## config.mk

```make
export PLATFORM = sky130hd
export DESIGN_NAME = button_event_arbiter
export DESIGN_NICKNAME = d
export VERILOG_FILES = /design/src/rtl/button_event_arbiter_pkg.sv /design/src/rtl/button_event_arbiter_btn_fsm.sv /design/src/rtl/button_event_arbiter.sv
export SDC_FILE = /design/constraint.sdc
export NUM_CORES = 1
export LEC_CHECK = 0
export CAP_MARGIN = 20
export CORE_MARGIN = 1
export CORE_UTILIZATION = 62
export DETAILED_ROUTE_END_ITERATION = 8
export PLACE_DENSITY = 0.85
export SYNTH_ARGS = -nofsm -noshare
export SYNTH_HDL_FRONTEND = slang
export SYNTH_SLANG_ARGS = --single-unit
```

## constraint.sdc

```tcl
create_clock -name clk -period 4 [get_ports clk]
set_input_delay 0.8 -clock clk [delete_from_list [all_inputs] [get_ports clk]]
set_output_delay 0.8 -clock clk [all_outputs]
set_load 0.005 [all_outputs]
```

## src/rtl/button_event_arbiter_pkg.sv

```systemverilog
// Shared encodings for debounced button handling: per-button FSM states and
// the press/release event kind values presented to consumers.
package button_event_arbiter_pkg;

  typedef enum logic [1:0] {
    ST_IDLE     = 2'b00,
    ST_PRESSED  = 2'b01,
    ST_HELD     = 2'b11,
    ST_RELEASED = 2'b10
  } btnState_t;

  localparam logic EVT_PRESS   = 1'b1;
  localparam logic EVT_RELEASE = 1'b0;

endpackage

```

## src/rtl/button_event_arbiter_btn_fsm.sv

```systemverilog
// One debounced button: tick-driven state machine, toggle level, and one-deep
// press/release pending flags that report an overflow when a set is lost.
module btn_fsm
  import button_event_arbiter_pkg::*;
(
  input  logic clk,
  input  logic rst,
  input  logic i_tick,
  input  logic i_btn,
  input  logic i_clrPress,
  input  logic i_clrRel,
  output logic o_pressPend,
  output logic o_relPend,
  output logic o_toggle,
  output logic o_ovfSet
);

  btnState_t r_state;
  logic      r_pressPend;
  logic      r_relPend;
  logic      r_toggle;
  logic      w_setPress;
  logic      w_setRel;

  always_comb begin
    w_setPress = 1'b0;
    w_setRel   = 1'b0;
    if (i_tick) begin
      w_setPress = (r_state == ST_PRESSED) && i_btn;
      w_setRel   = (r_state == ST_HELD) && !i_btn;
    end
  end

  always_ff @(posedge clk or posedge rst) begin
    if (rst) begin
      r_state  <= ST_IDLE;
      r_toggle <= 1'b0;
    end else if (i_tick) begin
      case (r_state)
        ST_IDLE:     if (i_btn) r_state <= ST_PRESSED;
        ST_PRESSED:  r_state <= i_btn ? ST_HELD : ST_IDLE;
        ST_HELD: begin
          if (!i_btn) begin
            r_state  <= ST_RELEASED;
            r_toggle <= ~r_toggle;
          end
        end
        ST_RELEASED: r_state <= ST_IDLE;
        default:     r_state <= ST_IDLE;
      endcase
    end
  end

  // A set beats a same-cycle grant-clear so the newer event is never dropped.
  always_ff @(posedge clk or posedge rst) begin
    if (rst) begin
      r_pressPend <= 1'b0;
      r_relPend   <= 1'b0;
    end else begin
      if (w_setPress)      r_pressPend <= 1'b1;
      else if (i_clrPress) r_pressPend <= 1'b0;
      if (w_setRel)        r_relPend <= 1'b1;
      else if (i_clrRel)   r_relPend <= 1'b0;
    end
  end

  assign o_ovfSet    = (w_setPress && r_pressPend && !i_clrPress) ||
                       (w_setRel && r_relPend && !i_clrRel);
  assign o_pressPend = r_pressPend;
  assign o_relPend   = r_relPend;
  assign o_toggle    = r_toggle;

endmodule

```

## src/rtl/button_event_arbiter.sv

```systemverilog
// Debounces N_BTN buttons on a divided sample tick and serialises their
// press/release events through a round-robin arbiter into a valid/ready port.
module button_event_arbiter
  import button_event_arbiter_pkg::*;
#(
  parameter  int N_BTN    = 4,
  parameter  int TICK_DIV = 6,
  localparam int ID_W     = $clog2(N_BTN),
  localparam int CNT_W    = $clog2(TICK_DIV)
) (
  input  logic             clk,
  input  logic             rst,
  input  logic [N_BTN-1:0] btn,
  output logic             evt_valid,
  input  logic             evt_ready,
  output logic [ID_W-1:0]  evt_id,
  output logic             evt_kind,
  output logic [N_BTN-1:0] toggle,
  output logic [N_BTN-1:0] ovf,
  input  logic             clr_ovf
);

  logic [CNT_W-1:0] r_tickCnt;
  logic             w_tick;
  logic [N_BTN-1:0] w_pressPend;
  logic [N_BTN-1:0] w_relPend;
  logic [N_BTN-1:0] w_ovfSet;
  logic [N_BTN-1:0] w_clrPress;
  logic [N_BTN-1:0] w_clrRel;
  logic [N_BTN-1:0] r_ovf;
  logic [ID_W-1:0]  r_rrPtr;
  logic [ID_W-1:0]  r_evtId;
  logic             r_evtValid;
  logic             r_evtKind;
  logic [ID_W-1:0]  w_idx;
  logic [ID_W-1:0]  w_grantId;
  logic             w_grantKind;
  logic             w_found;
  logic             w_load;
  logic             w_grant;

  assign w_tick = (r_tickCnt == CNT_W'(TICK_DIV - 1));

  always_ff @(posedge clk or posedge rst) begin
    if (rst)         r_tickCnt <= '0;
    else if (w_tick) r_tickCnt <= '0;
    else             r_tickCnt <= r_tickCnt + 1'b1;
  end

  for (genvar gi = 0; gi < N_BTN; gi++) begin : g_btn
    btn_fsm u_fsm (
      .clk         (clk),
      .rst         (rst),
      .i_tick      (w_tick),
      .i_btn       (btn[gi]),
      .i_clrPress  (w_clrPress[gi]),
      .i_clrRel    (w_clrRel[gi]),
      .o_pressPend (w_pressPend[gi]),
      .o_relPend   (w_relPend[gi]),
      .o_toggle    (toggle[gi]),
      .o_ovfSet    (w_ovfSet[gi])
    );
  end

  // Scan downward from the farthest slot so the last hit is the one nearest rr_ptr.
  always_comb begin
    w_found     = 1'b0;
    w_grantId   = '0;
    w_grantKind = EVT_RELEASE;
    w_idx       = '0;
    for (int k = N_BTN - 1; k >= 0; k--) begin
      w_idx = ID_W'((int'(r_rrPtr) + k) % N_BTN);
      if (w_pressPend[w_idx] || w_relPend[w_idx]) begin
        w_found     = 1'b1;
        w_grantId   = w_idx;
        w_grantKind = w_pressPend[w_idx] ? EVT_PRESS : EVT_RELEASE;
      end
    end
  end

  assign w_load  = !r_evtValid || evt_ready;
  assign w_grant = w_load && w_found;

  always_comb begin
    w_clrPress = '0;
    w_clrRel   = '0;
    if (w_grant) begin
      if (w_grantKind == EVT_PRESS) w_clrPress[w_grantId] = 1'b1;
      else                          w_clrRel[w_grantId]   = 1'b1;
    end
  end

  always_ff @(posedge clk or posedge rst) begin
    if (rst) begin
      r_evtValid <= 1'b0;
      r_evtId    <= '0;
      r_evtKind  <= EVT_RELEASE;
      r_rrPtr    <= '0;
    end else if (w_load) begin
      r_evtValid <= w_found;
      if (w_found) begin
        r_evtId   <= w_grantId;
        r_evtKind <= w_grantKind;
        r_rrPtr   <= (w_grantId == ID_W'(N_BTN - 1)) ? '0 : w_grantId + 1'b1;
      end
    end
  end

  // A fresh overflow in the same cycle as clr_ovf must survive the clear.
  always_ff @(posedge clk or posedge rst) begin
    if (rst) r_ovf <= '0;
    else     r_ovf <= (clr_ovf ? '0 : r_ovf) | w_ovfSet;
  end

  assign evt_valid = r_evtValid;
  assign evt_id    = r_evtId;
  assign evt_kind  = r_evtKind;
  assign ovf       = r_ovf;

endmodule
```

==> out/qor.yml, run 1 <==
outcome:
  status: "completed"
yosys:
  ys.warnings.count: 0
  synth_cell_type_count: 50
  syn_area_mm2: 0.002276
  synth_edf_count: 0
  seq_area_frac_synth_pct: 36.28
  ys.flop_type: "dfrtp_1"
  async_reset_ff_share_pct: 100.0
  syn_area_per_cell_um2: 10.07
  synthesis.nets: 238
  synth_cells: 226
  ys_ff_latch: 33
grt:
  grt_pass1_wl_um: 7824
  grt_max_degree: 34
  grt_usage_pct: 25.98
  grt_overflow: 0
  grt_pass1_vias: 1658
  antenna_found_initial: 0
place:
  placed_cell_area_mm2: 0.002400
  dp_hpwl_um: 3314
  port_buffers: 19
  globalplace.congestion: 0.8690
sta:
  timing.fmax_mhz: 295.9
  setup_violations: 0
  finalHoldViolations: 0
  min_period_ns: 3.380
  min_period_over_period_pct: 84.49
  tns_ns: 0
  relSlewSlack_pct: 42.20
  worst_pin_slew_ns: 0.8652
  rsz0062_at_grt: "no"
  slew_viol_final: 0
  skew_ns: 0.009240
clock_network:
  cts.repair.resized: 0
  cts_buffers: 5
  cts_setup_buffers: 0
  cts.reportedPaths.clkPinSlew_ns: 0.10
  clockBufferDepth: 2
  cts_sinks: 33
  cts_hold_buf: 0
  root_buffer: "clkbuf_4"
  ctsHtreeMaxLevel: 2
  cts_tree: "built"
  clock_latency_ns: 0.34
worst_setup_path:
  path_depth: 9
  critical_path_class: "reg -> reg"
  end_kind: "flip-flop"
  cp.arrival_ns: 3.60
  cpMaxStageDelayCell: "dfrtp_1"
  crit_path_start_kind: "flip-flop"
  ff2ff_path_depth: 9
  crit_family: "compound AO/OA/AOI/OAI gates"
  cp_num_buf_inv: 1
  crit_required_ns: 4.22
  crit_path_max_incr_delay_ns: 0.87
  cp_cell_sequence: "mux4_2, or2_1, a22o_1, a211oi_2, and2_1, ha_1, inv_1, a2111oi_0, a31oi_1"
  critical_path.max_fanout: 23
pwr:
  ir_drop_uv: 406.6
  p_leak_nw: 1.005
  power_density_mw_per_mm2: 871.1
floorplanning:
  die_w_um: 62.59
  die_h_um: 62.59
  placementRows: 21
  initial_utilization_pct: 66.63
  ios: 20
  die_area_mm2: 0.003917
  core_mm2: 0.003416
finish:
  multi_input_area_mm2: 0.001247
  area_growth_pct: 7.696
  ff_latch_area_um2: 825.8
  final_core_util_pct: 71.76
  final_nets: 244
  final_cell_area_mm2: 0.002451
  diodes: 0
  num-fill-cells: 255
  drive_gt1_share_pct: 15.45
routing:
  avgRoutedWirePerCell_um: 16.55
  first_pass_iters: 4
  drt_wl_total_um: 4618
  num_vias: 1730
  vias_per_cell: 6.201
  drtIter0Drc: 230
  remaining_drc_errors: 0
  drtAntennaViolNets: 0
worst_hold_path:
  holdPathStages: 1
  min_path_type: "reg -> reg"
flow_run:
  drv_cap: 0
## where the power goes
group / internal [W] / total [W] / switching, W
registers: 0.000419 / 0.000611 / 0.000192
clock network: 0.0000668 / 0.000177 / 0.000110
logic: 0.000648 / 0.00135 / 0.000699
total: 0.00113 / 0.00214 / 0.00100
## Yosys cell counts (2+ instances only)
cell type	n	share of area, %
dfrtp_1	33	36
nor2_1	28	4.6
inv_1	16	2.6
a31oi_1	14	3.8
and2_1	9	2.5
o21ai_0	8	1.8
mux4_2	7	6.9
and4b_1	6	2.6
buf_2	6	1.3
nand2_1	6	0.99
buf_4	5	1.6
clkbuf_1	5	0.82
nand3_1	5	1.1
nor4_1	5	1.4
a2111oi_0	4	1.5
a211oi_1	4	1.3
a21oi_1	4	0.88
buf_6	4	2.0
ha_1	4	2.2
mux2_2	4	2.0
nor3_1	4	0.88
o22a_1	4	1.5
xor2_1	4	1.5
nor2b_1	3	0.82
a211oi_2	2	1.1
buf_1	2	0.33
mux2i_1	2	0.88
mux4_1	2	2.3
nor4b_1	2	0.77
nor4b_2	2	1.3
nor4bb_1	2	0.88
o21ba_2	2	0.88
## flip-flops by register name, indices dropped and copies added (netlist names)
| signal | cells |
|---|---|
| ovf | 4 |
| g_btn.u_fsm.o_relPend | 4 |
| r_rrPtr | 2 |
| g_btn.u_fsm.o_toggle | 4 |
| r_tickCnt | 3 |
| g_btn.u_fsm.o_pressPend | 4 |
| evt_kind | 1 |
| evt_valid | 1 |
| g_btn.u_fsm.r_state | 8 |
| evt_id | 2 |
## cells by family (layout without fill, tap and decap cells)
| kind of cell | after synthesis | in the layout | synth area share, % |
|---|---|---|---|
| DFF | 33 | 33 | 36.28 |
| xor gates and xnor gates | 4 | 4 | 1.539 |
| buffers and inverters | 39 | 46 | 8.906 |
| AOI/OAI and AO/OA | 49 | 49 | 16.99 |
| muxes | 16 | 16 | 12.75 |
| adders and majority gates | 4 | 4 | 2.199 |
| and+or+nand+nor | 81 | 81 | 21.33 |
## placed cells by master (no fill, tap or decap), drive strengths merged, types with 3 or more instances in the layout
master,count
clkdlybuf4s50,19
and2,9
nor4,6
ha,4
nor2b,3
dfrtp,33
mux2,5
and4b,6
nor2,29
nor3,5
a211oi,6
nand3,5
xor2,4
o21ai,8
o22a,4
or2,3
clkbuf,6
a21oi,4
inv,17
nand2,6
a31oi,14
mux4,9
nor4b,4
a2111oi,4
## per-stage QoR
step                      hold WS (ns)  total power (W)  cells  worst slack (ns)
after floorplan                 0.4428         0.001689    226             1.332
after CTS                       0.4748         0.002123    279            0.6684
after global routing            0.4878         0.002269    279            0.3694
final                           0.4674         0.002135    279            0.6204
after global placement          0.4546         0.001903    271            0.7902
after detailed placement        0.4574         0.001937    271            0.6801
## area by class of cell
type	instances	share of cell area, %
tap	46	2.348
clock buffer	6	1.685
clock inverter	2	0.4084
timing repair buffer	21	8.372
inverter	17	2.603
multi-input combinational	154	50.89
sequential	33	33.69
## final timing paths
kind | startpoint | to | slack [ns]
max | r_rrPtr[1]$_DFFE_PP0P_ | ovf[1]$_DFF_PP0_ | 0.62
min | g_btn[2].u_fsm.o_toggle$_DFFE_PP0P_ | g_btn[2].u_fsm.o_toggle$_DFFE_PP0P_ | 0.47
max reg2reg | r_rrPtr[1]$_DFFE_PP0P_ | ovf[1]$_DFF_PP0_ | 0.62
min reg2reg | g_btn[2].u_fsm.o_toggle$_DFFE_PP0P_ | g_btn[2].u_fsm.o_toggle$_DFFE_PP0P_ | 0.47
max in group asynchronous | rst | g_btn[1].u_fsm.r_state[1]$_DFFE_PP0P_ | 2.88
min in group asynchronous | rst | ovf[0]$_DFF_PP0_ | 0.82
## routing by layer
| metal | vias to the layer above | wire, um | part of all wire, % | GRT usage (%) |
|---|---|---|---|---|
| met5 | - | 0 | 0 | 0 |
| met4 | 0 | 63 | 1.4 | 8.721 |
| met3 | 8 | 224 | 4.9 | 5.474 |
| met2 | 41 | 2280 | 49 | 41.58 |
| met1 | 847 | 2050 | 44 | 35.25 |
| li1 | 834 | - | - | - |
No activity file was read; power rests on OpenSTA's default activity.
==> run 2, diff against run 1 <==
--- a/config.mk
+++ b/config.mk
@@ -7,9 +7,9 @@
 export LEC_CHECK = 0
 export CAP_MARGIN = 20
 export CORE_MARGIN = 1
-export CORE_UTILIZATION = 62
+export CORE_UTILIZATION = 52
 export DETAILED_ROUTE_END_ITERATION = 8
-export PLACE_DENSITY = 0.85
+export PLACE_DENSITY = 0.76
 export SYNTH_ARGS = -nofsm -noshare
 export SYNTH_HDL_FRONTEND = slang
 export SYNTH_SLANG_ARGS = --single-unit
==> constraint.sdc (replaced) <==
create_clock -name clk -period 3.1 [get_ports clk]
set_input_delay 0.62 -clock clk [delete_from_list [all_inputs] [get_ports clk]]
set_output_delay 0.62 -clock clk [all_outputs]
set_load 0.005 [all_outputs]
==> run 2 against run 1 <==
  * Register-to-register slack worse by 0.40 ns
  * Final cell count is 6.8% higher
  * Critical path depth unchanged
  * Sequential share of layout area shrank 2.1 points
  * Sequential power rose by 13%
  * Flip-flop and latch count did not move
  * Global-route usage down 1.5 points
  * Die area is 19% higher
  * Via count is 3.8% higher
==> out/qor.yml, run 2 (synthesis gave the netlist of run 1 again) <==
outcome:
  status: "completed"
place:
  dp_hpwl_um: 3806  # +15%
  port_buffers: 19  # unchanged
  placed_cell_area_mm2: 0.002517  # +4.9%
  pre_cts_slack_ns: 0.08842  # -0.5917 ns
  globalplace.congestion: 0.8946  # +2.9%
clock_network:
  cts.repair.resized: 0  # unchanged
  cts_hold_buf: 0  # unchanged
  cts.reportedPaths.clkPinSlew_ns: 0.07  # -0.03 ns
  cts_buffers: 5  # unchanged
  clockBufferDepth: 2  # unchanged
  clock_latency_ns: 0.29  # -0.05 ns
  root_buffer: "clkbuf_8"
  cts_sinks: 33  # unchanged
  ctsHtreeMaxLevel: 2  # unchanged
  cts_setup_buffers: 0  # unchanged
  cts_tree: "built"
sta:
  finalHoldViolations: 0  # unchanged
  min_period_over_period_pct: 92.86  # +8.4 points
  slew_viol_final: 0  # unchanged
  timing.fmax_mhz: 347.4  # +17%
  fin_ws_ns: 0.2213  # -0.3991 ns
  relSlewSlack_pct: 46.38  # +4.2 points
  rsz0062_at_grt: "no"
  timing.hold.ws_ns: 0.4653  # -0.002116 ns
  min_period_ns: 2.879  # -0.5009 ns
  setup_violations: 0  # unchanged
  skew_ns: 0.003720  # -0.005520 ns
  worst_pin_slew_ns: 0.8026  # -0.06258 ns
  tns_ns: 0  # unchanged
worst_hold_path:
  min_path_type: "reg -> reg"
  holdPathStages: 1  # unchanged
finish:
  largest_reg_flops: 8  # unchanged
  final_nets: 259  # +6.1%
  layout_common_cells: "dfrtp_1 (32), nor2_1 (28), clkdlybuf4s50_1 (19)"
  diodes: 0  # unchanged
  area_growth_pct: 15.17
  drive_gt1_share_pct: 21.37  # +5.9 points
  largest-register: "g_btn.u_fsm.r_state"
  final_cell_area_mm2: 0.002621  # +6.9%
  final_core_util_pct: 64.15  # -7.6 points
  final_common_cell: "dfrtp_1"
routing:
  drtAntennaViolNets: 0  # unchanged
  vias_per_cell: 6.023  # -2.9%
  avgRoutedWirePerCell_um: 17.03  # +2.9%
  num_vias: 1795  # +3.8%
  remaining_drc_errors: 0  # unchanged
  drt_wl_total_um: 5076  # +9.9%
  first_pass_iters: 4  # unchanged
  drtIter0Drc: 171  # -26%
grt:
  grt_max_degree: 22  # -35%
  grt_pass1_wl_um: 8328  # +6.4%
  antenna_found_initial: 0  # unchanged
  grt_usage_pct: 24.48  # -1.5 points
  grt_pass1_vias: 1725  # +4.0%
  grt_overflow: 0  # unchanged
worst_setup_path:
  critical_path_class: "reg -> reg"
  crit_path_start_kind: "flip-flop"
  crit_required_ns: 3.26  # -0.96 ns
  critical_path.max_fanout: 10  # -57%
  reg2reg_slack_ns: 0.22  # -0.40 ns
  cp.arrival_ns: 3.04  # -0.56 ns
  end_kind: "flip-flop"
  ff2ff_path_depth: 9  # unchanged
floorplanning:
  placementRows: 23  # +9.5%
  die_w_um: 68.16  # +8.9%
  core_mm2: 0.004086  # +20%
  initial_utilization_pct: 55.70  # -11 points
  ios: 20  # unchanged
  die_area_mm2: 0.004645  # +19%
  die_h_um: 68.16  # +8.9%
pwr:
  p_int_w: 0.001708  # +51%
  swShare_pct: 44.17  # -2.7 points
  ir_drop_uv: 520.2  # +28%
  power_density_mw_per_mm2: 1167  # +34%
  p_leak_nw: 1.103  # +9.7%
  p_clk_share_pct: 11.8  # +3.5 points
  comb_power_share_pct: 65.6  # +2.5 points
  switchingPower_w: 0.001351  # +35%
  p_seq_share_pct: 22.6  # -6.0 points
flow_run:
  drv_cap: 0  # unchanged
[run 2: power groups by stage]
stage / Sequential (W) / Combinational (W) / Clock (W)
3_5_place_dp: 0.000695 / 0.00197 / 0
2_1_floorplan: 0.000597 / 0.00158 / 0
4_1_cts: 0.000687 / 0.00199 / 0.000364
6_report: 0.000690 / 0.00201 / 0.000362
3_3_place_gp: 0.000689 / 0.00193 / 0
5_1_grt: 0.000708 / 0.00217 / 0.000381
[run 2: critical path: stages, from the launching register on]
cell       delay (ns)
dfrtp_1          0.51
mux4_2           0.54
or2_1            0.34
nor4b_2          0.29
a31oi_1          0.10
nand2_1          0.14
ha_1             0.21
inv_1            0.05
a2111oi_0        0.43
a31oi_1          0.14
[run 2: final timing paths]
path,start,to
hold / removal,g_btn[0].u_fsm.o_toggle$_DFFE_PP0P_,g_btn[0].u_fsm.o_toggle$_DFFE_PP0P_
max in group asynchronous,rst,r_rrPtr[1]$_DFFE_PP0P_
setup / recovery,g_btn[0].u_fsm.o_relPend$_DFFE_PP0P_,ovf[3]$_DFF_PP0_
min in group asynchronous,rst,ovf[2]$_DFF_PP0_
setup reg to reg,g_btn[0].u_fsm.o_relPend$_DFFE_PP0P_,ovf[3]$_DFF_PP0_
hold reg to reg,g_btn[0].u_fsm.o_toggle$_DFFE_PP0P_,g_btn[0].u_fsm.o_toggle$_DFFE_PP0P_
[run 2: layer usage]
metal | part of all wire [%] | GRT usage [%] | vias to the layer above
met5 | 0 | 0 | -
met4 | 1.7 | 10.16 | 0
met3 | 5.4 | 3.000 | 9
met2 | 49 | 38.60 | 55
met1 | 44 | 33.94 | 866
li1 | - | - | 865
[run 2: area by class of cell]
cell class / instances / area [um2]
fillers: 344 / 1465
multi-input cells: 154 / 1249
flip-flops and latches: 33 / 827.0
repair buffers: 36 / 317.8
clock buffers: 7 / 96.34
inverters: 17 / 63.81
well taps: 50 / 62.56
clock inverters: 1 / 5.005
[run 2: stage by stage]
stage                     power [W]  cells
final                      0.003059    298
after global routing       0.003262    298
after CTS                  0.003041    298
after detailed placement   0.002664    290
after global placement     0.002623    290
after floorplan            0.002179    226
==> run 3, diff against run 2 <==
--- a/config.mk
+++ b/config.mk
@@ -6,6 +6,7 @@
 export NUM_CORES = 1
 export LEC_CHECK = 0
 export CAP_MARGIN = 20
+export CORE_ASPECT_RATIO = 1.5
 export CORE_MARGIN = 1
 export CORE_UTILIZATION = 52
 export DETAILED_ROUTE_END_ITERATION = 8
==> run 3 against run 2 <==
  * Utilization decreased by 2.4 points
  * Hold slack about the same
  * Power decreased by 0.32%
  * Clock skew increased by 0.0030 ns
==> out/qor.yml, run 3 (synthesis gave the netlist of run 1 again) <==
worst_setup_path:
  cp_cell_sequence: "mux4_2, or2_1, nor4b_2, a31oi_1, nand2_1, ha_1, inv_1, a2111oi_1, a31oi_1"
  ff2ff_path_depth: 9  # unchanged
  critPathCapture: "ovf[3]$_DFF_PP0_"
  cpMostUsedCell: "a31oi_1"
  critical_path_class: "reg -> reg"
  regToRegStartpoint: "r_rrPtr[0]$_DFFE_PP0P_"
  end_kind: "flip-flop"
  cpMaxStageDelayCell: "mux4_2"
  crit_path_start_kind: "flip-flop"
  crit_path_max_incr_delay_ns: 0.58  # +0.04 ns
  crit_required_ns: 3.26  # about the same
  r2r_end: "ovf[3]$_DFF_PP0_"
  cp.arrival_ns: 3.07  # +0.03 ns
  critical_path.max_fanout: 6  # -4
  startpoint: "r_rrPtr[0]$_DFFE_PP0P_"
  reg2reg_slack_ns: 0.19  # -0.04 ns
sta:
  timing.fmax_mhz: 343.1  # -1.2%
  skew_ns: 0.006708  # +0.002988 ns
  finalHoldViolations: 0  # unchanged
  rsz0062_at_grt: "no"
  worst_pin_slew_ns: 0.8852  # +0.08259 ns
  tns_ns: 0  # unchanged
  min_period_ns: 2.915  # +0.03584 ns
  min_period_over_period_pct: 94.02  # +1.2 points
  setup_violations: 0  # unchanged
  relSlewSlack_pct: 40.87  # -5.5 points
  slew_viol_final: 0  # unchanged
  timing.hold.ws_ns: 0.4655  # +0.0001770 ns
clock_network:
  cts.reportedPaths.clkPinSlew_ns: 0.07  # about the same
  cts_sinks: 33  # unchanged
  cts_buffers: 5  # unchanged
  ctsHtreeMaxLevel: 2  # unchanged
  clock_latency_ns: 0.29  # about the same
  root_buffer: "clkbuf_8"
  cts_tree: "built"
  clockBufferDepth: 2  # unchanged
  cts_hold_buf: 0  # unchanged
finish:
  num-fill-cells: 345  # +0.29%
  area_growth_pct: 14.13
  drive_gt1_share_pct: 20.82  # -0.55 points
  final_common_cell: "dfrtp_1"
  final_cells: 291  # -2.3%
  layout_common_cells: "dfrtp_1 (32), nor2_1 (27), clkdlybuf4s50_1 (19)"
  ff_latch_area_um2: 827.0  # unchanged
  final_nets: 256  # -1.2%
  diodes: 0  # unchanged
  largest-register: "g_btn.u_fsm.r_state"
  largest_reg_flops: 8  # unchanged
  multi_input_area_mm2: 0.001252  # +0.30%
pwr:
  power_density_mw_per_mm2: 1174  # +0.60%
  power_w: 0.003049  # -0.32%
  comb_power_share_pct: 65.5  # about the same
  p_leak_nw: 1.089  # -1.3%
  p_clk_share_pct: 11.6  # -0.2 points
  ir_drop_uv: 883.5  # +70%
  swShare_pct: 44.24  # +0.070 points
  p_seq_share_pct: 22.9  # +0.3 points
  p_int_w: 0.001700  # -0.44%
  switchingPower_w: 0.001349  # -0.16%
routing:
  remaining_drc_errors: 0  # unchanged
  vias_per_cell: 6.096  # +1.2%
  first_pass_iters: 4  # unchanged
  num_vias: 1774  # -1.2%
  drtIter0Drc: 28  # -84%
  avgRoutedWirePerCell_um: 16.80  # -1.4%
  drtAntennaViolNets: 0  # unchanged
  drt_wl_total_um: 4888  # -3.7%
grt:
  antenna_found_initial: 0  # unchanged
  grt_pass1_wl_um: 8266  # -0.74%
  grt_overflow: 0  # unchanged
  grt_pass1_vias: 1806  # +4.7%
  grt_max_degree: 34  # +55%
  grt_usage_pct: 22.88  # -1.6 points
outcome:
  status: "completed"
floorplanning:
  core_mm2: 0.004209  # +3.0%
  die_w_um: 56.02  # -18%
  ios: 20  # unchanged
  initial_utilization_pct: 54.07  # -1.6 points
  die_h_um: 83.03  # +22%
  placementRows: 29  # +26%
  die_area_mm2: 0.004651  # +0.12%
place:
  globalplace.congestion: 0.8230  # -8.0%
  dpl.cell_count: 283  # -2.4%
  port_buffers: 19  # unchanged
  dp_hpwl_um: 3704  # -2.7%
worst_hold_path:
  min_path_type: "reg -> reg"
  holdPathStages: 1  # unchanged
flow_run:
  drv_cap: 0  # unchanged
[run 3: changes by cell type in the layout (fill, tap and decap cells not counted), sizes merged]
cell / change
buf: -3
[run 3: area by class of cell]
cell class | instances | area share (%)
Timing Repair Buffer | 33 | 11.37
Tap cell | 46 | 2.216
Inverter | 17 | 2.457
Clock inverter | 1 | 0.1927
Multi-Input combinational cell | 154 | 48.22
Sequential cell | 33 | 31.84
Clock buffer | 7 | 3.709
[run 3: power by group through the flow]
stage / logic, W / clock network [W] / registers (W)
floorplan: 0.00158 / 0 / 0.000597
global placement: 0.00193 / 0 / 0.000700
detailed placement: 0.00196 / 0 / 0.000704
CTS: 0.00197 / 0.000360 / 0.000696
global route: 0.00216 / 0.000377 / 0.000717
finish: 0.00200 / 0.000355 / 0.000698
[run 3: worst min path at each step]
stage / start / endpoint / slack, ns
3_5_place_dp: g_btn[2].u_fsm.o_toggle$_DFFE_PP0P_ / g_btn[2].u_fsm.o_toggle$_DFFE_PP0P_ / 0.46
4_1_cts: g_btn[2].u_fsm.o_toggle$_DFFE_PP0P_ / g_btn[2].u_fsm.o_toggle$_DFFE_PP0P_ / 0.47
5_1_grt: g_btn[0].u_fsm.o_toggle$_DFFE_PP0P_ / g_btn[0].u_fsm.o_toggle$_DFFE_PP0P_ / 0.48
3_3_place_gp: g_btn[3].u_fsm.o_toggle$_DFFE_PP0P_ / g_btn[3].u_fsm.o_toggle$_DFFE_PP0P_ / 0.46
6_report: g_btn[2].u_fsm.o_toggle$_DFFE_PP0P_ / g_btn[2].u_fsm.o_toggle$_DFFE_PP0P_ / 0.47
2_1_floorplan: g_btn[0].u_fsm.o_toggle$_DFFE_PP0P_ / g_btn[0].u_fsm.o_toggle$_DFFE_PP0P_ / 0.44
[run 3: routing by layer]
layer / GRT usage (%) / part of all wire (%) / vias up
met5: 0 / 0 / -
met4: 12.20 / 2.1 / 0
met3: 2.804 / 2.8 / 6
met2: 41.02 / 55 / 40
met1: 25.86 / 40 / 868
li1: - / - / 860
[run 3: through the flow]
stage / util [%] / worst slack (ns) / cell area [um2]
CTS: 61.56 / 0.07463 / 2591
global placement: 59.16 / 0.2260 / 2490
detailed placement: 59.16 / 0.06934 / 2490
finish: 61.71 / 0.1854 / 2597
floorplan: - / 0.4320 / 2276
global route: 61.71 / 0.02312 / 2597
[run 3: worst max-delay path: cells and delay by family (launching register included)]
family,cells,cell delay [ns]
buffers and inverters,1,0.07
DFF,1,0.44
and+or+nand+nor,3,0.80
AOI/OAI and AO/OA,3,0.64
muxes,1,0.58
adders and majority gates,1,0.25
[run 3: timing repair]
item                                    4_1_cts  5_1_grt
endpoints found under the hold margin         0        0
endpoints found under the setup margin        0        4
gates resized for setup                       0        5
setup buffers                                 0        0
